===== src/rtl/avg_mag_ref_level.sv =====
// Decision-directed reference-level estimator: averages |dec_var| over one LFSR period
// and derives the expected mapper power 1.25*ref^2. Optional macro: AVG_MAG_SAM_GATE_EN.
module avg_mag_ref_level #(
    parameter int ACC_WID  = 40,
    parameter int LFSR_WID = 22
) (
    input  logic               clk,
    input  logic               reset,
    input  logic               sam_clk_en,
    input  logic               sym_clk_en,
    input  logic               clr_acc,
    input  logic signed [17:0] dec_var,
    output logic signed [17:0] ref_lvl,
    output logic signed [17:0] map_out_pwr
);

    logic               acc_en;
    logic [17:0]        neg_dv;
    logic [16:0]        mag;
    logic [ACC_WID:0]   sum;
    logic [ACC_WID-1:0] sat_sum;
    logic [ACC_WID-1:0] avg;
    logic [16:0]        avg_sat;

    logic [ACC_WID-1:0] acc_q, acc_d;
    logic [16:0]        ref_q, ref_d;
    logic [33:0]        sq;
    logic [17:0]        p_q;
    logic [18:0]        pw;
    logic [16:0]        pwr_q;

`ifdef AVG_MAG_SAM_GATE_EN
    assign acc_en = sym_clk_en & sam_clk_en;
`else
    logic unused_sam;
    assign unused_sam = sam_clk_en;
    assign acc_en     = sym_clk_en;
`endif

    // Full-scale negative input has no positive 17-bit twin; clamp it to the max magnitude.
    assign neg_dv = 18'(-dec_var);
    assign mag    = !dec_var[17]          ? dec_var[16:0] :
                    (dec_var[16:0] == '0) ? 17'h1FFFF     : neg_dv[16:0];

    assign sum     = {1'b0, acc_q} + {{(ACC_WID-16){1'b0}}, mag};
    assign sat_sum = sum[ACC_WID] ? '1 : sum[ACC_WID-1:0];
    assign avg     = sat_sum >> LFSR_WID;
    assign avg_sat = (|avg[ACC_WID-1:17]) ? 17'h1FFFF : avg[16:0];

    always_comb begin
        acc_d = acc_q;
        ref_d = ref_q;
        if (acc_en) begin
            if (clr_acc) begin
                ref_d = avg_sat;
                acc_d = '0;
            end else begin
                acc_d = sat_sum;
            end
        end
    end

    assign sq = {17'd0, ref_q} * {17'd0, ref_q};
    assign pw = {1'b0, p_q} + {3'd0, p_q[17:2]};

    always_ff @(posedge clk or posedge reset) begin
        if (reset) begin
            acc_q <= '0;
            ref_q <= '0;
            p_q   <= '0;
            pwr_q <= '0;
        end else begin
            acc_q <= acc_d;
            ref_q <= ref_d;
            p_q   <= sq[33:16];
            pwr_q <= (|pw[18:17]) ? 17'h1FFFF : pw[16:0];
        end
    end

    assign ref_lvl     = {1'b0, ref_q};
    assign map_out_pwr = {1'b0, pwr_q};

endmodule


===== config.mk =====
export PLATFORM = sky130hd
export DESIGN_NAME = avg_mag_ref_level
export DESIGN_NICKNAME = d
export VERILOG_FILES = /design/src/rtl/avg_mag_ref_level.sv
export SDC_FILE = /design/constraint.sdc
export NUM_CORES = 1
export LEC_CHECK = 0
export BUFFER_PORTS_ARGS = -buffer_cell sky130_fd_sc_hd__buf_2
export CORE_ASPECT_RATIO = 0.5
export CORE_MARGIN = 4
export CORE_UTILIZATION = 50
export CTS_BUF_LIST = sky130_fd_sc_hd__clkbuf_4 sky130_fd_sc_hd__clkbuf_8
export CTS_CLUSTER_DIAMETER = 150
export DETAILED_ROUTE_END_ITERATION = 16
export PLACE_DENSITY = 0.74
export SYNTH_ARGS = -nofsm -noshare
export SYNTH_HDL_FRONTEND = slang
export SYNTH_SLANG_ARGS = --single-unit

===== constraint.sdc =====
create_clock -name clk -period 12.95 [get_ports clk]
set_clock_uncertainty 0.15 [all_clocks]
set_input_delay 0 -clock clk [delete_from_list [all_inputs] [get_ports clk]]
set_output_delay 0 -clock clk [all_outputs]
set_load 0.01 [all_outputs]

==> run summary <==
The run finished with clean final reports. The max-slew violation count was 0. At the pin with the least slew margin, the transition time is 1040 ps.

Setup slack on the worst flop-to-flop path: 5810 ps. The I/O pin total is 59, and the final-layout worst hold slack is 68.0 ps. The initial antenna violation count is 0, and the half-perimeter wire length after placement is 21700 µm. The standard cell core area was 26700 µm².

The root buffer selected by CTS was sky130_fd_sc_hd__clkbuf_8. In this run the critical register-to-register path is captured at p_q[16]. The worst setup path is launched from a flip-flop. The final estimated routing congestion in global placement came out at 0.826. Derived from the worst setup path, the maximum achievable clock frequency is 0.140 GHz. The first global-routing pass estimated 48600 µm of wire.

In the synthesized netlist, the number of instances is 1502. The relative slew slack was 30.8%; the ratio of final minimum period to clock period was 55.2%. The total via count after detailed routing is 10100. The most used flip-flop cell after synthesis is sky130_fd_sc_hd__dfrtp_1. The residual DRC count was 0; the via count of the first global-routing pass was 10200. 0 antenna diodes ended up in the layout. For the finished layout, the period the worst path requires is 7140 ps.

TritonCTS created 9 clock buffers. The launching element of the worst setup path was ref_q[11]. The synthesized area divided by synthesized cell count came out at 9.13 µm².

Summed over its instances, the top area cell type makes up 28.0% of the synthesized netlist area. Setup total negative slack on the finished layout was measured at 0 ps. By startpoint and endpoint, the worst setup path is classified as reg2reg. Number of stages on the worst hold path: 7. After the last flow step, the layout net total stands at 1875. The share of cells above drive strength 1 was 7.23%. Global routing used 19.3% of the available tracks.

Number of buffers added on ports: 55. The total detailed-routing wirelength was 27700 µm. The average wire per cell in the routed design came out at 14.8 µm.

Cell area after synthesis: 13700 µm². For this block, the initial DRC count from the detailed router was 426. For this design, the sink count on the clock tree is 92. The via density per instance works out to 5.40. For the number of iterations in the first detailed-routing pass, the log shows 4. STA classifies the critical path endpoint as a flip-flop. Of all flip-flops after synthesis, the portion carrying an async set or reset was 100%. The die outline area is 30300 µm². From synthesis to final layout, the design area changed by 5.03%. The logs give 3 for the CTS H-tree depth and 0 for the number of warnings issued by yosys. The critical path capture point was p_q[16]. The tools report the data arrival time of the critical path as 7300 ps. The run gives 64 as the pin count of the biggest net entering global routing.

The path class of the lowest-slack min-delay path was in2reg. In the post-synthesis netlist, the biggest area contributors are sky130_fd_sc_hd__fa_1, sky130_fd_sc_hd__dfrtp_1, sky130_fd_sc_hd__ha_1. The floorplan has 42 rows.

The final count of negative-setup-slack endpoints is 0. For the worst flop-to-flop path, the logic depth is 19. In this run the vertical extent of the chip is 125 µm. Cell taking the most area after synthesis: sky130_fd_sc_hd__fa_1. TritonCTS built the clock tree. Gates resized during post-CTS repair numbered 0.

Cells fill 53.9% of the core in the end. The maximum fanout along the worst path was 15; the number of buffers on the longest clock path was 2. In this run, distinct cell masters in the synthesized netlist total 71. In this run the remaining antenna-violating nets after routing total 0. The count of max-cap constraint violations is 0, and the clock-pin slew reported for the worst setup and hold paths after clock tree synthesis is 100 ps. Sequential cells were found to cover 16.8% of the synthesized design area. The count of final hold-check violations came out at 0.

The total overflow left after global routing is 0. The number of flops mapped to enable cells by yosys is 0, and the count of state elements after synthesis is 92. Once the floorplan was initialized, standard cells occupied 51.3% of the core. The later-pin clock latency in the skew report was 410 ps.

The tools report the start of the worst register-to-register path as ref_q[11]. The floorplan step set the die width to 242 µm. Setup repair after global routing left no endpoint under its margin. Data required time at the worst endpoint: 13100 ps.
-- per-layer routing --
layer | global-route usage (%) | part of all wire [%] | vias to the layer above
li1 | - | - | 4913
met1 | 27.3 | 48 | 4975
met2 | 31.4 | 46 | 186
met3 | 3.59 | 4.5 | 41
met4 | 4.02 | 1.4 | 0
met5 | 0 | 0 | -
-- how the worst min path moves through the flow --
stage | startpoint | end | slack [ps]
finish | dec_var[0] | acc_q[0] | 70
global route | sym_clk_en | acc_q[20] | 100
CTS | dec_var[0] | acc_q[0] | 50
detailed placement | reset | p_q[15] | -100
global placement | reset | p_q[17] | -100
floorplan | clr_acc | ref_q[11] | 160
-- timing repair --
item	4_1_cts	5_1_grt
setup buffers	0	0
hold endpoints to repair	35	0
hold buffers	2	0
-- cells by family after synthesis --
logic type,count (synthesis),synth area share [%]
AND/OR/NAND/NOR,367,13.6
buffers and inverters,343,9.65
adder cells (fa/ha/maj),335,41.1
AO/OA/AOI/OAI,283,13.5
flip-flops,92,16.8
XOR/XNOR,68,4.35
multiplexers,13,1.04
other,1,0.0274
-- state kept, by name, summed over array words and instances (netlist names) --
register	cells
p_q	18
ref_q	17
acc_q	40
pwr_q	17
-- Yosys cell counts (15+ instances only) --
| master | n |
|---|---|
| sky130_fd_sc_hd__inv_1 | 287 |
| sky130_fd_sc_hd__fa_1 | 192 |
| sky130_fd_sc_hd__ha_1 | 143 |
| sky130_fd_sc_hd__nand2_1 | 130 |
| sky130_fd_sc_hd__dfrtp_1 | 92 |
| sky130_fd_sc_hd__a21oi_1 | 70 |
| sky130_fd_sc_hd__and2_1 | 64 |
| sky130_fd_sc_hd__o21ai_0 | 63 |
| sky130_fd_sc_hd__nor2_1 | 59 |
| sky130_fd_sc_hd__clkbuf_1 | 45 |
| sky130_fd_sc_hd__xnor2_1 | 45 |
| sky130_fd_sc_hd__a21o_1 | 33 |
| sky130_fd_sc_hd__xor2_1 | 23 |
| sky130_fd_sc_hd__nor3_1 | 16 |
| sky130_fd_sc_hd__and3_1 | 15 |
-- per-stage QoR --
| step | worst slack [ps] | instance area (µm²) | instances |
|---|---|---|---|
| 5_1_grt | 5430 | 14400 | 1874 |
| 2_1_floorplan | 6470 | 13700 | 1503 |
| 6_report | 5810 | 14400 | 1874 |
| 3_3_place_gp | 5920 | 14200 | 1856 |
| 4_1_cts | 5840 | 14400 | 1874 |
| 3_5_place_dp | 5870 | 14200 | 1856 |
-- final cells by class --
cell class,count,area [µm²]
Multi-Input combinational cell,1068,10100
Timing Repair Buffer,59,310
Clock buffer,10,131
Inverter,287,1080
Fill cell,2464,12300
Clock inverter,6,46.3
Tap cell,352,440
Sequential cell,92,2300
-- cell usage in the layout, fill, tap and decap left out, drive strengths merged, types with 15 or more instances in the layout --
cell type / synthesis / layout
and3: 15 / 15
xnor2: 45 / 45
buf: 11 / 57
inv: 287 / 290
dfrtp: 92 / 92
fa: 192 / 192
a21oi: 72 / 72
a21o: 33 / 33
ha: 143 / 143
nand3: 15 / 15
xor2: 23 / 23
nor2: 59 / 59
nand2: 130 / 130
nor3: 17 / 17
and2: 66 / 66
o21ai: 74 / 74
-- worst max-delay path, cell delays in order (launching register included) --
cell and delay [ps]:
sky130_fd_sc_hd__dfrtp_1 830, sky130_fd_sc_hd__inv_1 350, sky130_fd_sc_hd__nor2_1 300, sky130_fd_sc_hd__fa_1 480, sky130_fd_sc_hd__fa_1 480, sky130_fd_sc_hd__fa_1 520, sky130_fd_sc_hd__fa_1 520, sky130_fd_sc_hd__fa_1 540
sky130_fd_sc_hd__inv_1 60, sky130_fd_sc_hd__fa_1 560, sky130_fd_sc_hd__inv_1 50, sky130_fd_sc_hd__ha_1 390, sky130_fd_sc_hd__and4_1 280, sky130_fd_sc_hd__and4_1 190, sky130_fd_sc_hd__nand4_1 140, sky130_fd_sc_hd__a41o_1 330
sky130_fd_sc_hd__o31ai_1 510, sky130_fd_sc_hd__o21a_1 190, sky130_fd_sc_hd__nor2_1 50, sky130_fd_sc_hd__xnor2_1 110
Power is not shown: default switching activity piles up to over one toggle a cycle in this logic, so the estimate is an artifact.
